### src/rtl/fifo_dp_ram_pipelined.sv
// Single-clock FIFO on an inferred simple dual-port RAM.
// Read data comes out of a LATENCY-deep pipeline and is qualified by read_valid.
// Occupancy and all status flags are registered. The overflow and underflow
// flags are sticky until clear_errors.
module fifo_dp_ram_pipelined #(
  parameter int FIFO_DEPTH         = 32,
  parameter int FIFO_DATA_WIDTH    = 8,
  parameter int ALMOST_FULL_DEPTH  = 3,
  parameter int ALMOST_EMPTY_DEPTH = 3,
  parameter int LATENCY            = 3
) (
  input  logic                         clk,
  input  logic                         reset,
  input  logic                         write,
  input  logic [FIFO_DATA_WIDTH-1:0]   write_data,
  input  logic                         read,
  output logic [FIFO_DATA_WIDTH-1:0]   read_data,
  output logic                         read_valid,
  output logic [$clog2(FIFO_DEPTH):0]  used,
  output logic                         empty,
  output logic                         full,
  output logic                         almost_empty,
  output logic                         almost_full,
  input  logic                         clear_errors,
  output logic                         overflow,
  output logic                         underflow
);

  localparam int ADDR_W = $clog2(FIFO_DEPTH);
  localparam int UW     = ADDR_W + 1;

  localparam logic [ADDR_W:0] C_DEPTH    = UW'(FIFO_DEPTH);
  localparam logic [ADDR_W:0] C_AF_LEVEL = UW'(FIFO_DEPTH - ALMOST_FULL_DEPTH);
  localparam logic [ADDR_W:0] C_AE_LEVEL = UW'(ALMOST_EMPTY_DEPTH);

  // Refuse to build with a depth the wrapping pointers cannot address cleanly,
  // or with a pipeline length outside the supported range.
  if ((FIFO_DEPTH < 4) || ((FIFO_DEPTH & (FIFO_DEPTH - 1)) != 0)) begin : g_bad_depth
    $error("fifo_dp_ram_pipelined: FIFO_DEPTH must be a power of two >= 4");
  end
  if ((LATENCY < 1) || (LATENCY > 8)) begin : g_bad_latency
    $error("fifo_dp_ram_pipelined: LATENCY must be within 1..8");
  end

  logic [FIFO_DATA_WIDTH-1:0] r_mem [FIFO_DEPTH];

  // The pointer MSB is the wrap flag. The low bits address the RAM.
  logic [ADDR_W:0] r_wptr;
  logic [ADDR_W:0] r_rptr;
  logic [ADDR_W:0] r_used;
  logic            r_empty;
  logic            r_full;
  logic            r_almost_empty;
  logic            r_almost_full;
  logic            r_overflow;
  logic            r_underflow;

  logic [FIFO_DATA_WIDTH-1:0] r_data [LATENCY];
  logic [LATENCY-1:0]         r_valid;

  logic            w_wr_ok;
  logic            w_rd_ok;
  logic [ADDR_W:0] w_wptr_next;
  logic [ADDR_W:0] w_rptr_next;
  logic [ADDR_W:0] w_used_next;

  // Acceptance looks only at the registered flags. This means there is no
  // write-while-full passthrough and no read-while-empty bypass.
  assign w_wr_ok     = write & ~r_full;
  assign w_rd_ok     = read  & ~r_empty;
  assign w_wptr_next = r_wptr + UW'(w_wr_ok);
  assign w_rptr_next = r_rptr + UW'(w_rd_ok);
  assign w_used_next = w_wptr_next - w_rptr_next;

  // Advance the pointers. Occupancy and flags are registered from the next
  // occupancy, so they all change in the same cycle.
  always_ff @(posedge clk or posedge reset) begin
    if (reset) begin
      r_wptr         <= '0;
      r_rptr         <= '0;
      r_used         <= '0;
      r_empty        <= 1'b1;
      r_full         <= 1'b0;
      r_almost_empty <= 1'b1;
      r_almost_full  <= 1'b0;
    end else begin
      r_wptr         <= w_wptr_next;
      r_rptr         <= w_rptr_next;
      r_used         <= w_used_next;
      r_empty        <= (w_used_next == '0);
      r_full         <= (w_used_next == C_DEPTH);
      r_almost_empty <= (w_used_next <= C_AE_LEVEL);
      r_almost_full  <= (w_used_next >= C_AF_LEVEL);
    end
  end

  // The RAM write port. Storage has no reset, so it maps onto block RAM.
  always_ff @(posedge clk) begin
    if (w_wr_ok) begin
      r_mem[r_wptr[ADDR_W-1:0]] <= write_data;
    end
  end

  // Read pipeline. Stage 0 is the registered RAM output. Each stage loads
  // only when a valid word arrives, so the last stage holds its value between
  // valid words.
  always_ff @(posedge clk or posedge reset) begin
    if (reset) begin
      r_valid <= '0;
      for (int i = 0; i < LATENCY; i++) begin
        r_data[i] <= '0;
      end
    end else begin
      r_valid[0] <= w_rd_ok;
      if (w_rd_ok) begin
        r_data[0] <= r_mem[r_rptr[ADDR_W-1:0]];
      end
      for (int i = 1; i < LATENCY; i++) begin
        r_valid[i] <= r_valid[i-1];
        if (r_valid[i-1]) begin
          r_data[i] <= r_data[i-1];
        end
      end
    end
  end

  // Sticky error flags. A new error event takes priority over a clear in the
  // same cycle.
  always_ff @(posedge clk or posedge reset) begin
    if (reset) begin
      r_overflow  <= 1'b0;
      r_underflow <= 1'b0;
    end else begin
      if (write & r_full) begin
        r_overflow <= 1'b1;
      end else if (clear_errors) begin
        r_overflow <= 1'b0;
      end
      if (read & r_empty) begin
        r_underflow <= 1'b1;
      end else if (clear_errors) begin
        r_underflow <= 1'b0;
      end
    end
  end

  assign read_data    = r_data[LATENCY-1];
  assign read_valid   = r_valid[LATENCY-1];
  assign used         = r_used;
  assign empty        = r_empty;
  assign full         = r_full;
  assign almost_empty = r_almost_empty;
  assign almost_full  = r_almost_full;
  assign overflow     = r_overflow;
  assign underflow    = r_underflow;

endmodule

### config.mk
export PLATFORM = sky130hd
export DESIGN_NAME = fifo_dp_ram_pipelined
export DESIGN_NICKNAME = d
export VERILOG_FILES = /design/src/rtl/fifo_dp_ram_pipelined.sv
export SDC_FILE = /design/constraint.sdc
export NUM_CORES = 1
export LEC_CHECK = 0
export CAP_MARGIN = 25
export CORE_MARGIN = 2
export CORE_UTILIZATION = 55
export CTS_BUF_LIST = sky130_fd_sc_hd__clkbuf_2 sky130_fd_sc_hd__clkbuf_4 sky130_fd_sc_hd__clkbuf_8
export DETAILED_ROUTE_END_ITERATION = 10
export PLACE_DENSITY_LB_ADDON = 0.1
export RECOVER_POWER = 50
export SKIP_CTS_REPAIR_TIMING = 1
export SLEW_MARGIN = 5
export SYNTH_ARGS = -nofsm -noshare
export SYNTH_HDL_FRONTEND = slang
export SYNTH_SLANG_ARGS = --single-unit
### constraint.sdc
create_clock -name clk -period 7.94 [get_ports clk]
set_input_delay 1.985 -clock clk [delete_from_list [all_inputs] [get_ports clk]]
set_output_delay 1.985 -clock clk [all_outputs]
set_load 0.02 [all_outputs]
==> flow_metrics.env, run 1 <==
export IMPL_fin_skew_ns=0.0181
export IMPL_rr_worst_depth=9
export IMPL_syn_nets=750
export IMPL_synth_area_per_cell_um2=16.8
export IMPL_wirelength_mm=25.9
export IMPL_track_usage=0.222
export IMPL_grt_first_pass_wirelength_mm=39.5
export IMPL_dr_pass1_iters=4
export IMPL_drv_slew=200
export IMPL_grt_antenna_before_repair=0
export IMPL_fin_area_um2=13700
export IMPL_cts_sinks=307
export IMPL_cpPeakStageDelay_ns=0.56
export IMPL_relSlewSlack=-0.345
export IMPL_synth_mux_area_frac=0.121
export IMPL_irDropWorstVdd_mv=0.182
export IMPL_fmaxAchievable_ghz=0.201
export IMPL_grt_max_degree=52
export IMPL_cp_slowest_cell="dlygate4sd3_1"
export IMPL_synthCells=728
export IMPL_arrival_ns=5.44
export IMPL_antenna_cells=0
export IMPL_status="finished, violations left"
export IMPL_dpl_instance_area_um2=12800
export IMPL_ios=34
export IMPL_yosys_register_bits=307
export IMPL_final_antenna_net_count=0
export IMPL_core_area_um2=21800
export IMPL_power_leakage_nw=4.94
export IMPL_hpwl_mm=16.0
export IMPL_nNetsFinal=795
export IMPL_die_y_um=153
export IMPL_rsz0062_at_grt="no"
export IMPL_path_max_fanout=17
export IMPL_htree_levels=2
export IMPL_synth_top_family_by_area="multiplexers"
export IMPL_finalSetupTns_ns=0
export IMPL_synth_simple_area_share=0.0347
export IMPL_crit_required_ns=8.39
export IMPL_synth_ff_type="edfxtp_1"
export IMPL_synth_edf_count=256
export IMPL_clk_pin_slew_ns=0.06
export IMPL_mostFrequentLayoutCells="edfxtp_1, mux2i_1, dfrtp_1, clkbuf_8, nor2_1"
export IMPL_drt_iter0_drc=554
export IMPL_dr_total_vias=6496
export IMPL_clock_path_buffers=3
export IMPL_synth_warnings=0
export IMPL_layout_commonest_cell="edfxtp_1"
export IMPL_synth_compound_area_frac=0.0677
export IMPL_cp_end_kind="register"
export IMPL_hold_path_class="reg2reg"
export IMPL_post_place_ws_ns=2.56
export IMPL_grt_ovfl_total=0
export IMPL_fp_dieW_um=153
export IMPL_violations="max-capacitance violations, max-slew violations"
export IMPL_detail_route_wl_per_cell_um=23.7
export IMPL_clock_root_buffer="clkbuf_8"
export IMPL_period_share=0.627
export IMPL_yosys_area_share_xor_xnor=0.0112
export IMPL_drive_gt1_frac=0.142
export IMPL_power_w=0.00526
export IMPL_cts_tree="done"
export IMPL_crit_type="in2reg"
export IMPL_p_per_area_nw_per_um2=384
export IMPL_grt_pass1_vias=6697
export IMPL_gp_congestion=0.847
export IMPL_worst_pin_slew_ns=2.02
export IMPL_drc=0
export IMPL_path_cells="dlygate4sd3_1 > nand2b_1 > inv_1 > ha_1 > ha_1 > inv_1 > fa_1 > a21o_2 > a32o_1 > a21oi_1 > xnor2_1 > nor4_1"
export IMPL_synth_adder_area_share=0.00979
export IMPL_cp_start_kind="input port"
export IMPL_setup_viol=0
export IMPL_routed_via_density=5.95
export IMPL_initial_core_util=0.562
export IMPL_yosysUniqueCellTypes=46
export IMPL_finalWorstSetupSlack_ns=2.96
export IMPL_synth_top_area_share=0.627
export IMPL_clk_insertion_delay_late_ns=0.56
export IMPL_die_area_um2=23500
export IMPL_drv_cap=6
export IMPL_areaGrowthSynthToFinish_pct=11.7
export IMPL_synth_area_top_cells="edfxtp_1, mux2i_1, dfrtp_1"
export IMPL_yosysSeqAreaShare=0.731
export IMPL_hold_path_depth=1
export IMPL_synthArstFlopShare=0.166
export IMPL_cts_buffers=47
export IMPL_synth_top_cell_by_area="edfxtp_1"
export IMPL_port_buffer_count=33
export IMPL_hold_violations=0
export IMPL_syn_area_um2=12300
export IMPL_min_period_ns=4.98
export IMPL_std_cell_rows=54
-- path summary, 6_finish.rpt --
path / startpoint / slack [ns] / to
min in group asynchronous: reset / 1.90 / used[2]
setup reg to reg: r_rptr[0] / 3.89 / empty
hold reg to reg: r_wptr[5] / 0.48 / r_wptr[5]
hold / removal: r_wptr[5] / 0.48 / r_wptr[5]
max in group asynchronous: reset / 3.51 / r_rptr[0]
setup / recovery: read / 2.96 / empty
-- metrics by stage --
stage	hold WS, ns	util	instances
detailed placement	0.481	0.586	1003
CTS	0.489	0.629	1090
finish	0.483	0.628	1091
floorplan	0.352	-	728
global route	0.501	0.628	1091
global placement	0.465	0.586	1002
-- synthesized netlist by cell type (2+ instances only) --
master    number
nor2b_1        3
or3b_2         3
nand3_1        6
a22o_1        16
inv_1         10
edfxtp_1     256
buf_1          4
ha_1           8
dfstp_2        2
xnor2_1        5
a22oi_1       32
nand2_1       18
o21ai_0        3
o41ai_1        8
mux2i_1      129
clkbuf_1      19
xor2_1         7
a21oi_1       18
buf_4         19
o22ai_1        8
a221oi_1      16
nand2b_1       5
nand3b_1       6
dfrtp_1       49
buf_2          7
nor2_1        35
mux2_2        17
-- worst max-delay path, delay by kind of cell --
family	cells	cell delay [ns]
buf+inv	3	0.81
fa+ha+maj	3	0.99
compound gates	3	0.62
xor+xnor	1	0.19
simple gates	2	0.83
-- cell type report --
class	count	area, um2
Inverter	10	37.5
Timing Repair Buffer	45	387
Sequential cell	307	8970
Clock buffer	63	773
Clock inverter	24	161
Fill cell	1564	8130
Multi-Input combinational cell	362	3020
Tap cell	280	350
-- flip-flops by register name, indices dropped and copies added, names as in the netlist, 3 cells and up --
signal     flops
read_data      8
r_rptr         6
r_mem        256
r_valid        3
r_wptr         6
r_data        16
used           6
-- routing by layer --
| metal | up-vias | share of wire | wire length (um) | GRT usage |
|---|---|---|---|---|
| met2 | 182 | 0.49 | 12700 | 0.362 |
| met3 | 44 | 0.052 | 1340 | 0.0408 |
| met1 | 3333 | 0.44 | 11300 | 0.310 |
| li1 | 2937 | - | - | - |
| met4 | 0 | 0.020 | 517 | 0.0644 |
| met5 | - | 0 | 0 | 0 |
-- report_power, final --
group	total (W)	internal, W	switching, W
registers	0.00218	0.00199	0.000199
logic	0.00179	0.000740	0.00105
clock network	0.00129	0.000701	0.000587
-- kinds of logic after synthesis --
kind of cell | Yosys count
flip-flops | 307
multiplexers | 146
AO/OA/AOI/OAI | 110
AND/OR/NAND/NOR | 83
buffers and inverters | 59
XOR/XNOR | 14
adder cells (fa/ha/maj) | 9
Note: power is estimated with default switching activity, not from simulation.
==> inputs of run 2 (changes only) <==
- clock period: 7.94 -> 4.8 ns (I/O delays scaled with it)
==> run 2 against run 1 <==
The flow still finishes with violations (max-capacitance violations, max-slew violations); register-to-register slack got worse by 2.2 ns; die area did not move; critical path depth is the same; sequential cell count unchanged; first-iteration DRC count decreased by 12%; setup slack worse by 2.1 ns; routed wire length fell by 1.6%; combinational power increased by 74%; critical path type unchanged; largest power group unchanged.
==> flow_metrics.env, run 2 (synthesis gave the netlist of run 1 again) <==
export IMPL_largest_reg_flops=256
export IMPL_fp_dieW_um=153
export IMPL_cts_buffers=48
export IMPL_cts_sinks=307
export IMPL_drv_cap=4
export IMPL_clock_path_buffers=3
export IMPL_crit_start="write"
export IMPL_clk_insertion_delay_late_ns=0.56
export IMPL_ios=34
export IMPL_routed_via_density=5.91
export IMPL_p_per_area_nw_per_um2=637
export IMPL_register_area_um2=8970
export IMPL_p_seq_frac=0.400
export IMPL_hpwl_mm=16.1
export IMPL_r2r_slack_ns=1.68
export IMPL_relSlewSlack=-0.229
export IMPL_mostFrequentLayoutCells="edfxtp_1, mux2i_1, clkbuf_8"
export IMPL_reg2reg_from="empty"
export IMPL_std_cell_rows=54
export IMPL_hold_violations=0
export IMPL_grt_first_pass_wirelength_mm=39.3
export IMPL_port_buffer_count=33
export IMPL_die_y_um=153
export IMPL_htree_levels=2
export IMPL_wirelength_mm=25.4
export IMPL_core_area_um2=21800
export IMPL_clk_pin_slew_ns=0.06
export IMPL_layout_commonest_cell="edfxtp_1"
export IMPL_fmaxAchievable_ghz=0.256
export IMPL_dr_total_vias=6489
export IMPL_clock_root_buffer="clkbuf_8"
export IMPL_drc=0
export IMPL_crit_type="in2reg"
export IMPL_finalSetupTns_ns=0
export IMPL_arrival_ns=4.36
export IMPL_path_max_fanout=7
export IMPL_grt_ovfl_total=0
export IMPL_switching_share=0.344
export IMPL_drv_slew=132
export IMPL_gp_congestion=0.940
export IMPL_drive_gt1_frac=0.154
export IMPL_track_usage=0.221
export IMPL_grt_pass1_vias=6679
export IMPL_p_sw_w=0.00302
export IMPL_areaGrowthSynthToFinish_pct=12.4
export IMPL_nNetsFinal=804
export IMPL_fillCellCount=1576
export IMPL_cp_end_kind="register"
export IMPL_fin_skew_ns=0.0272
export IMPL_dr_pass1_iters=5
export IMPL_multi_input_area_um2=3000
export IMPL_worst_pin_slew_ns=1.84
export IMPL_setup_viol=0
export IMPL_p_int_w=0.00576
export IMPL_cp_endpoint="empty"
export IMPL_placed_cells=1008
export IMPL_drt_iter0_drc=485
export IMPL_crit_required_ns=5.24
export IMPL_violations="max-capacitance violations, max-slew violations"
export IMPL_detail_route_wl_per_cell_um=23.2
export IMPL_grt_antenna_before_repair=0
export IMPL_min_period_ns=3.91
export IMPL_r2r_end="empty"
export IMPL_rsz0062_at_grt="no"
export IMPL_final_cells=1098
export IMPL_hold_path_class="reg2reg"
export IMPL_antenna_cells=0
export IMPL_initial_core_util=0.562
export IMPL_status="finished, violations left"
export IMPL_period_share=0.815
export IMPL_power_leakage_nw=4.99
export IMPL_clkPwrFrac=0.245
export IMPL_cp_start_kind="input port"
export IMPL_die_area_um2=23500
export IMPL_cts_tree="done"
export IMPL_rr_worst_depth=11
export IMPL_final_antenna_net_count=0
export IMPL_grt_max_degree=65
export IMPL_irDropWorstVdd_mv=0.357
export IMPL_comb_power_share=0.354
[run 2: cell count changes in the layout (fill, tap and decap cells not counted), moves of 2 or more]
cell	previous run	this run
nor2b_2	0	2
nor2b_4	2	0
buf_4	3	8
clkbuf_8	48	51
clkinv_1	12	6
clkinv_2	8	3
clkbuf_4	15	23
[run 2: how the worst min path moves through the flow]
stage	startpoint	end	slack (ns)	cells past startpoint
after global routing	r_wptr[5]	r_wptr[5]	0.52	1
after detailed placement	r_wptr[5]	r_wptr[5]	0.47	1
after floorplan	r_valid[0]	r_valid[1]	0.35	0
final	r_wptr[5]	r_wptr[5]	0.47	1
after CTS	r_wptr[5]	r_wptr[5]	0.47	1
after global placement	r_wptr[5]	r_wptr[5]	0.47	1
[run 2: layout make-up]
cell class,count,share of cell area
inverters,10,0.00272
clock buffers,74,0.0635
repair buffers,53,0.0336
multi-input cells,362,0.218
well taps,280,0.0254
flip-flops and latches,307,0.651
clock inverters,12,0.00599
[run 2: power by group through the flow]
stage               logic (W)  clock network [W]  registers, W
finish                0.00311            0.00215       0.00351
global route          0.00334            0.00231       0.00355
CTS                   0.00310            0.00219       0.00351
detailed placement    0.00308                  0       0.00357
global placement      0.00299                  0       0.00355
floorplan             0.00224                  0       0.00351
[run 2: critical path: stages]
cell and delay, ns:
dlygate4sd3_1 0.54, nor2b_1 0.31, ha_1 0.31, inv_1 0.07, ha_1 0.14, inv_1 0.06, fa_1 0.51, a21o_2 0.22
a32o_1 0.21, a21oi_1 0.19, xnor2_1 0.20, nor4_1 0.38
[run 2: metrics by stage]
| stage | hold WS, ns | cell area (um2) | total power (W) | setup WS (ns) | util |
|---|---|---|---|---|---|
| finish | 0.471 | 13800 | 0.00877 | 0.887 | 0.632 |
| global route | 0.517 | 13800 | 0.00921 | 0.616 | 0.632 |
| CTS | 0.475 | 13800 | 0.00880 | 0.966 | 0.632 |
| detailed placement | 0.467 | 12800 | 0.00665 | 0.386 | 0.588 |
| global placement | 0.466 | 12800 | 0.00654 | 0.580 | 0.586 |
| floorplan | 0.352 | 12300 | 0.00575 | 0.833 | - |
[run 2: per-layer routing]
metal,global-route usage,wire [um],up-vias
met1,0.311,11300,3320
met3,0.0465,1410,42
li1,-,-,2941
met5,0,0,-
met2,0.355,12200,186
met4,0.0613,521,0
